--- src/rtl/ft64_align_pkg.sv ---
// Shared constants and the FT64 head-byte length rule for the instruction aligner
// and fetch-side predictors.
package ft64_align_pkg;

   localparam int unsigned FW_BYTES      = 8;
   localparam int unsigned MAX_INS_BYTES = 7;
   localparam int unsigned INS_W         = 48;

   localparam logic [2:0] LEN_2 = 3'd2;
   localparam logic [2:0] LEN_4 = 3'd4;
   localparam logic [2:0] LEN_6 = 3'd6;

   // Same value as `CMPRSSD in FT64_defines.vh.
   localparam logic [5:0] CMPRSSD = 6'h3F;

   function automatic logic [2:0] base_len(input logic [7:0] b0, input logic dci_en);
      if (dci_en && (b0[5:0] == CMPRSSD)) return LEN_2;
      if (b0[7])                          return LEN_2;
      if (b0[6])                          return LEN_6;
      return LEN_4;
   endfunction

endpackage

--- src/rtl/ft64_head_len.sv ---
// Combinational FT64 instruction length decoder: head byte and predication mode in,
// byte length (2..7) out.
module ft64_head_len
   import ft64_align_pkg::*;
#(
   parameter bit SUPPORT_DCI = 1'b1
) (
   input  logic [7:0] b0_i,
   input  logic       pred_on_i,
   output logic [2:0] len_o
);

   always_comb begin
      len_o = base_len(b0_i, SUPPORT_DCI) | {2'b00, pred_on_i};
   end

endmodule

--- src/rtl/ft64_ins_aligner.sv ---
// FT64 instruction aligner: buffers 8-byte fetch words as a byte FIFO and presents
// one left-justified instruction per cycle, with length and PC, to decode.
module ft64_ins_aligner
   import ft64_align_pkg::*;
#(
   parameter int unsigned BUF_BYTES   = 16,
   parameter int unsigned SUPPORT_DCI = 1,
   parameter int unsigned AW          = 32
) (
   input  logic                          clk_i,
   input  logic                          rst_ni,
   input  logic                          pred_on_i,
   input  logic                          flush_i,
   input  logic [AW-1:0]                 flush_pc_i,
   input  logic                          fw_valid_i,
   output logic                          fw_ready_o,
   input  logic [63:0]                   fw_data_i,
   output logic                          ins_valid_o,
   input  logic                          ins_ready_i,
   output logic [INS_W-1:0]              ins_o,
   output logic [2:0]                    len_o,
   output logic [AW-1:0]                 pc_o,
   output logic [$clog2(BUF_BYTES):0]    count_o
);

   localparam int unsigned CW  = $clog2(BUF_BYTES) + 1;
   localparam int unsigned BW  = 8 * BUF_BYTES;
   localparam int unsigned FWW = 8 * FW_BYTES;

   logic [BW-1:0] r_buf;
   logic [CW-1:0] r_count;
   logic [AW-1:0] r_pc;

   logic [BW-1:0] w_shifted;
   logic [BW-1:0] w_app_mask;
   logic [BW-1:0] w_app_data;
   logic [BW-1:0] w_buf_nxt;
   logic [CW-1:0] w_wr_base;
   logic [CW-1:0] w_count_nxt;
   logic [CW-1:0] w_len_cw;
   logic [2:0]    w_len;
   logic          w_push;
   logic          w_pop;

   ft64_head_len #(
      .SUPPORT_DCI (SUPPORT_DCI != 0)
   ) u_head_len (
      .b0_i      (r_buf[7:0]),
      .pred_on_i (pred_on_i),
      .len_o     (w_len)
   );

   assign w_len_cw    = CW'(w_len);
   assign ins_valid_o = (r_count >= w_len_cw) && !flush_i;
   assign fw_ready_o  = (r_count <= CW'(BUF_BYTES - FW_BYTES)) && !flush_i;
   assign w_push      = fw_valid_i && fw_ready_o;
   assign w_pop       = ins_valid_o && ins_ready_i;

   assign ins_o   = r_buf[INS_W-1:0];
   assign len_o   = w_len;
   assign pc_o    = r_pc;
   assign count_o = r_count;

   // Pop shifts first; the pushed word then lands right above the surviving bytes.
   always_comb begin
      w_shifted   = w_pop ? (r_buf >> {w_len, 3'b000}) : r_buf;
      w_wr_base   = w_pop ? (r_count - w_len_cw) : r_count;
      w_app_mask  = {{(BW-FWW){1'b0}}, {FWW{1'b1}}} << {w_wr_base, 3'b000};
      w_app_data  = {{(BW-FWW){1'b0}}, fw_data_i} << {w_wr_base, 3'b000};
      w_buf_nxt   = w_push ? ((w_shifted & ~w_app_mask) | w_app_data) : w_shifted;
      w_count_nxt = w_wr_base + (w_push ? CW'(FW_BYTES) : '0);
   end

   always_ff @(posedge clk_i or negedge rst_ni) begin
      if (!rst_ni) begin
         r_buf   <= '0;
         r_count <= '0;
         r_pc    <= '0;
      end else if (flush_i) begin
         r_buf   <= '0;
         r_count <= '0;
         r_pc    <= flush_pc_i;
      end else begin
         r_buf   <= w_buf_nxt;
         r_count <= w_count_nxt;
         if (w_pop) r_pc <= r_pc + AW'(w_len);
      end
   end

endmodule

--- config.mk ---
export PLATFORM = sky130hd
export DESIGN_NAME = ft64_ins_aligner
export DESIGN_NICKNAME = d
export VERILOG_FILES = /design/src/rtl/ft64_align_pkg.sv /design/src/rtl/ft64_head_len.sv /design/src/rtl/ft64_ins_aligner.sv
export SDC_FILE = /design/constraint.sdc
export NUM_CORES = 1
export LEC_CHECK = 0
export BUFFER_PORTS_ARGS = -buffer_cell sky130_fd_sc_hd__buf_2
export CAP_MARGIN = 40
export CELL_PAD_IN_SITES_DETAIL_PLACEMENT = 1
export CELL_PAD_IN_SITES_GLOBAL_PLACEMENT = 1
export CORE_MARGIN = 5
export CORE_UTILIZATION = 45
export CTS_BUF_LIST = sky130_fd_sc_hd__clkbuf_16
export DETAILED_ROUTE_END_ITERATION = 12
export PLACE_DENSITY = 0.89
export SLEW_MARGIN = 40
export SYNTH_ARGS = -nofsm -noshare
export SYNTH_HDL_FRONTEND = slang
export SYNTH_HIERARCHICAL = 1
export SYNTH_SLANG_ARGS = --single-unit
--- constraint.sdc ---
create_clock -name clk_i -period 5.2 [get_ports clk_i]
set_clock_uncertainty 0.05 [all_clocks]
set_input_delay 0.78 -clock clk_i [delete_from_list [all_inputs] [get_ports clk_i]]
set_output_delay 0.78 -clock clk_i [all_outputs]
set_load 0.02 [all_outputs]
After elaboration in Yosys (flattened, before gate mapping)
Index checks and enable logic that the tools add are counted.
{"block": "totals", "register_bits": 165, "out_inout_bits": 90, "elab_cells": 42, "inputBits": 102}
{"block": "op_classes", "n_addsub": 3, "n_lt_le_gt_ge": 2, "reduce_logical": 6, "n_eq_ne": 1, "bitwise": 4, "n_shift": 3, "n_mux": 20}
{"operator": "$mux 128", "n": 3}
{"operator": "$and 128x128->128", "n": 1}
{"operator": "$not 128->128", "n": 1}
{"operator": "$or 128x128->128", "n": 1}
{"operator": "$shl 64x8->128", "n": 1}
{"operator": "$shl 64x8->128 const A", "n": 1}
{"operator": "$shr 128x6->128", "n": 1}
{"operator": "$mux 32", "n": 2}
{"operator": "$add 32x3->32", "n": 1}
{"operator": "$mux 3", "n": 6}
{"operator": "$mux 5", "n": 2}
{"operator": "$eq 6x6->1 const B", "n": 1}
{"operator": "$mux 1", "n": 6}
{"operator": "$add 5x4->5", "n": 1}
{"operator": "$ge 5x3->1", "n": 1}
{"operator": "$le 5x4->1 const B", "n": 1}
{"operator": "$sub 5x3->5", "n": 1}
{"operator": "$logic_and 1x1->1", "n": 4}
{"operator": "$mux 4", "n": 1}
{"operator": "$or 3x1->3", "n": 1}
{"operator": "$reduce_bool 2->1", "n": 1}
{"operator": "$logic_not 1->1", "n": 1}

Logic depth before layout (Yosys ltp)
{"block": "logic_depth", "word_depth": 19, "ltp_mapped": 18, "ltp_nobuf": 13}

Cells and area by module
The synthesis kept the hierarchy.
{"mod": "ft64_ins_aligner", "area_per_inst_um2": 15182.1, "seq_area_each_um2": 4129.0, "n_inst": 1, "cells_per_inst": 1828}
{"mod": "ft64_head_len", "area_per_inst_um2": 32.5, "seq_area_each_um2": 0.0, "n_inst": 1, "cells_per_inst": 4}

Worst setup path after synthesis
No wires, ideal clock.
{"block": "synth_timing", "path_kind": "register to register", "startpoint": "reg r_buf[4]", "endpoint": "reg r_buf[59]", "slack_ps": 636, "period_less_slack_ps": 4564, "stages_incl_launch_ff": 18, "n_path_buf": 5, "arrival_ps": 4379, "t_required_ps": 5015, "path_cell_list": "dfrtp_1 -> and4_1 -> a31oi_1 -> clkbuf_1 -> clkinv_1 -> buf_1 -> clkbuf_1 -> ha_1 -> and3_4 -> or4_4 -> o21ai_4 -> a21o_1 -> buf_6 -> buf_12 -> mux2i_2 -> mux2i_4 -> mux2i_1 -> o22ai_1"}
{"block": "synth_between", "elab_chain_cells": 14, "word_cells_on_any_way": 18}
{"element": "start: declaration", "line_no": "ft64_ins_aligner.sv:30", "source": "logic [BW-1:0] r_buf;"}
{"element": "start signal: assignment", "line_no": "ft64_ins_aligner.sv:84", "source": "r_buf <= w_buf_nxt;"}
{"element": "$eq 6x6->1 *", "line_no": "ft64_align_pkg.sv:17", "source": "if (dci_en && (b0[5:0] == CMPRSSD)) return LEN_2;"}
{"element": "$mux 1 *", "line_no": "ft64_align_pkg.sv:17"}
{"element": "$mux 3 *", "line_no": "ft64_align_pkg.sv:18", "source": "if (b0[7]) return LEN_2;"}
{"element": "$or 3x1->3 *", "line_no": "ft64_head_len.sv:14", "source": "len_o = base_len(b0_i, SUPPORT_DCI) | {2'b00, pred_on_i};"}
{"element": "via len_o[2]", "line_no": "ft64_ins_aligner.sv:21", "source": "output logic [2:0] len_o,"}
{"element": "$ge 5x3->1", "line_no": "ft64_ins_aligner.sv:54", "source": "assign ins_valid_o = (r_count >= w_len_cw) && !flush_i;"}
{"element": "$logic_and 1x1->1", "line_no": "ft64_ins_aligner.sv:54"}
{"element": "$logic_and 1x1->1", "line_no": "ft64_ins_aligner.sv:57", "source": "assign w_pop = ins_valid_o && ins_ready_i;"}
{"element": "$mux 5", "line_no": "ft64_ins_aligner.sv:67", "source": "w_wr_base = w_pop ? (r_count - w_len_cw) : r_count;"}
{"element": "$shl 64x8->128", "line_no": "ft64_ins_aligner.sv:68", "source": "w_app_mask = {{(BW-FWW){1'b0}}, {FWW{1'b1}}} << {w_wr_base, 3'b000};"}
{"element": "$not 128->128", "line_no": "ft64_ins_aligner.sv:70", "source": "w_buf_nxt = w_push ? ((w_shifted & ~w_app_mask) | w_app_data) : w_shifted;"}
{"element": "$and 128x128->128", "line_no": "ft64_ins_aligner.sv:70"}
{"element": "$or 128x128->128", "line_no": "ft64_ins_aligner.sv:70"}
{"element": "$mux 128 *", "line_no": "ft64_ins_aligner.sv:70"}
{"element": "$mux 128 *", "line_no": "ft64_ins_aligner.sv:79", "source": "end else if (flush_i) begin"}
The timed path passes the listed nets; every way through them passes the cells marked *.
A chain may end at the register's enable or synchronous reset.

Worst setup path after layout
{"block": "layout_timing", "startpoint": "reg r_buf[4]", "endpoint": "reg r_buf[69]"}
{"block": "layout_between", "elab_chain_cells": 14, "word_cells_on_any_way": 18}
{"element": "$eq 6x6->1 *", "line_no": "ft64_align_pkg.sv:17"}
{"element": "$mux 1 *", "line_no": "ft64_align_pkg.sv:17"}
{"element": "$mux 3 *", "line_no": "ft64_align_pkg.sv:18"}
{"element": "$or 3x1->3 *", "line_no": "ft64_head_len.sv:14"}
{"element": "$ge 5x3->1", "line_no": "ft64_ins_aligner.sv:54"}
{"element": "$logic_and 1x1->1", "line_no": "ft64_ins_aligner.sv:54"}
{"element": "$logic_and 1x1->1", "line_no": "ft64_ins_aligner.sv:57"}
{"element": "$mux 5", "line_no": "ft64_ins_aligner.sv:67"}
{"element": "$shl 64x8->128", "line_no": "ft64_ins_aligner.sv:68"}
{"element": "$not 128->128", "line_no": "ft64_ins_aligner.sv:70"}
{"element": "$and 128x128->128", "line_no": "ft64_ins_aligner.sv:70"}
{"element": "$or 128x128->128", "line_no": "ft64_ins_aligner.sv:70"}
{"element": "$mux 128 *", "line_no": "ft64_ins_aligner.sv:70"}
{"element": "$mux 128 *", "line_no": "ft64_ins_aligner.sv:79"}
Every way passes the cells marked *; elsewhere a longest branch is shown, timed or not.

==> impl_metrics.tcl <==
set metrics [dict create \
    status "finished, final reports clean" \
    synthCells 1832 \
    routedWlPerCell_um 30.1 \
    powerDensity_nw_per_um2 513 \
    reg2reg_slack_ns 0.24 \
    fin_setup_tns_ns 0 \
    clock.fmax_mhz 202 \
    ir_worst_vdd_mv 0.343 \
    async_reset_ff_share_pct 100 \
    clock-sinks 165 \
    fin_cells 2353 \
    seq_area_frac_synth_pct 27.1 \
    place_congestion 1.05 \
    htreeDepth 4 \
    cts_resized 0 \
    syn_area_um2 15200 \
    fp.dieH_um 194 \
    grt_first_pass_wirelength_mm 107 \
    numCtsBuffers 17 \
    grt_usage_pct 36.0 \
    cp.arrival_ns 5.25 \
    syn-num-nets 1943 \
    grt_max_degree 136 \
    clk_pin_slew_ns 0.07 \
    clk_path_buf_depth 2 \
    start_util_pct 45.5 \
    timing.final.crit_share_pct 95.3 \
    p_leak_nw 6.93 \
    dp.cells 2320 \
    tightest_slew_ns 0.917 \
    crit_type "register to register" \
    ys_ff_latch 165 \
    port-buffer-count 191 \
    end_kind "register" \
    synthToLayoutAreaGrowth_pct 9.91 \
    num_vias 16681 \
    antenna_found_initial 5 \
    timing.rr.end "r_buf[69]" \
    fin_nets 2003 \
    critPathCapture "r_buf[69]" \
    synth_edf_count 0 \
    setup_viol 0 \
    postCtsSetupBuffers 0 \
    hold_viol_final 0 \
    fin_util_pct 50.0 \
    hp-class "input port to asynchronous set/reset pin" \
    cts_root_buf "clkbuf_16" \
    insertion_delay_ns 0.46 \
    drc 0 \
    io_pins 192 \
    wirelength_mm 70.9 \
    dpl.hpwl_mm 51.6 \
    r2r-start "r_buf[4]" \
    ys_types 87 \
    required_ns 5.49 \
    slew_headroom_pct 38.6 \
    ys_warn_count 6 \
    fp.dieArea_um2 37600 \
    startpoint "r_buf[4]" \
    first_iter_violations 2166 \
    maxSlewViolCount 0 \
    maxCapViolations 0 \
    rsz0062_at_grt "no" \
    die_x_um 194 \
    final.min_clock_period_ns 4.96 \
    firstDrtPassIters 5 \
    syn_avg_cell_area_um2 8.30 \
    reg2reg_depth 14 \
    setup.worst_path.start_class "register" \
    grt_pass1_vias 16677 \
    drtAntennaViolNets 0 \
    cts_tree "built" \
    worstPathMaxFanout 20 \
    yosys_most_used_dff "dfrtp_1" \
    ctsHoldBuffers 0 \
    vias_per_cell 7.09 \
    overflow 0 \
    placementRows 67 \
    layout-drive-gt1-share_pct 20.7 \
    core_region_area_um2 33400 \
]
-- cells in the final DEF (no fill, tap or decap), drive strengths merged, types with 7 or more instances in the layout --
master / n
buf: 238
nand2: 234
mux2i: 200
o21ai: 173
dfrtp: 165
nor2: 147
a21oi: 131
a22oi: 47
nor3: 47
o22ai: 41
o211ai: 40
a211oi: 33
mux4: 32
inv: 29
nand3: 25
mux2: 24
and3: 21
o221ai: 20
nor2b: 19
and2: 18
clkbuf: 17
a31oi: 16
or2: 16
nand4: 14
o311ai: 14
o22a: 13
o2bb2ai: 11
a221o: 10
nor4: 9
a22o: 8
o32ai: 7
ha: 7
-- critical path: stages (launching register included) --
cell	delay (ns)
dfrtp_1	0.42
and4_1	0.26
a311o_2	0.44
inv_1	0.19
ha_1	0.28
nor2b_1	0.16
o21ai_2	0.35
o2111ai_1	0.16
and2_1	0.17
inv_1	0.47
nand2_1	0.46
buf_4	0.37
nor2_1	0.62
a22oi_1	0.21
a21oi_1	0.23
-- cells by family after synthesis --
family / count (synthesis) / synth area share, %
compound gates: 619 / 26.9
flops: 165 / 27.1
simple gates: 560 / 17.2
buf+inv: 220 / 7.62
mux: 256 / 20.1
xor+xnor: 3 / 0.173
fa+ha+maj: 9 / 0.839
-- routing by layer --
layer	vias up	GRT usage (%)	share of wire, %
met4	8	14.6	4.9
met1	8293	47.6	39
met2	1184	54.7	43
met3	247	11.9	13
li1	6949	-	-
met5	-	0	0.073
-- where the power goes --
group | internal (W) | leakage [nW] | switching (W)
Combinational | 0.00176 | 4.45 | 0.00345
Sequential | 0.00159 | 2.20 | 0.000495
Clock | 0.000665 | 0.270 | 0.000615
Total | 0.00401 | 6.93 | 0.00456
-- worst min-delay path by stage --
stage / endpoint / slack, ns / cells after the start
6_report: pc_o[11] / 0.16 / 1
5_1_grt: pc_o[11] / 0.17 / 1
4_1_cts: r_buf[2] / 0.35 / 1
3_5_place_dp: pc_o[31] / 0.47 / 1
3_3_place_gp: pc_o[0] / 0.43 / 2
2_1_floorplan: count_o[0] / 0.43 / 0
-- area by class of cell --
| type | instances | area, µm² |
|---|---|---|
| Antenna cell | 1 | 2.50 |
| Clock buffer | 17 | 425 |
| Clock inverter | 14 | 128 |
| Fill cell | 4067 | 16700 |
| Inverter | 23 | 86.3 |
| Multi-Input combinational cell | 1447 | 10000 |
| Sequential cell | 165 | 4130 |
| Tap cell | 448 | 561 |
| Timing Repair Buffer | 238 | 1390 |
-- state kept, by name, indices dropped and copies added (netlist names) --
register / cells
pc_o: 32
r_buf: 128
count_o: 5
-- synth_stat cells, types with 5 or more instances --
cell type | count | area, µm²
and2_1 | 18 | 113
a31oi_1 | 15 | 93.8
a22oi_1 | 47 | 353
mux2i_1 | 190 | 1900
o31ai_1 | 6 | 45.0
or2_2 | 10 | 62.6
ha_1 | 7 | 87.6
a222oi_1 | 6 | 60.1
a221oi_1 | 5 | 43.8
and3_1 | 20 | 125
nand3_1 | 24 | 120
inv_1 | 21 | 78.8
nand2_1 | 232 | 871
nor2_1 | 141 | 529
dfrtp_1 | 165 | 4130
o21ai_0 | 146 | 731
buf_4 | 52 | 390
clkbuf_1 | 74 | 278
buf_6 | 7 | 78.8
o22a_1 | 13 | 114
o22ai_1 | 41 | 257
buf_2 | 37 | 185
o311ai_0 | 12 | 105
nor3_2 | 6 | 60.1
nor3_1 | 38 | 190
a2bb2oi_1 | 6 | 52.6
o221ai_1 | 20 | 175
nor4_1 | 8 | 50.1
o32ai_1 | 7 | 61.3
nand4_1 | 13 | 81.3
a22o_1 | 8 | 70.1
buf_1 | 24 | 90.1
a221o_1 | 10 | 100
mux2i_2 | 6 | 82.6
a21o_1 | 5 | 37.5
or2_1 | 5 | 31.3
nor2b_1 | 19 | 119
o21ai_1 | 21 | 105
a21oi_1 | 127 | 636
mux2_2 | 24 | 270
a211oi_1 | 33 | 248
o211ai_1 | 39 | 293
o2bb2ai_1 | 11 | 96.3
mux4_2 | 32 | 721
nor2_2 | 5 | 31.3
-- per-stage QoR --
| step | setup WS (ns) | area, µm² | hold slack, ns | power, W |
|---|---|---|---|---|
| floorplan | 0.636 | 15200 | 0.434 | 0.00543 |
| global placement | 0.632 | 16100 | 0.434 | 0.00687 |
| detailed placement | 0.456 | 16100 | 0.471 | 0.00704 |
| CTS | 0.442 | 16700 | 0.355 | 0.00833 |
| global route | 0.150 | 16700 | 0.170 | 0.00886 |
| finish | 0.244 | 16700 | 0.155 | 0.00857 |
Power figures use the tool's default switching activity.
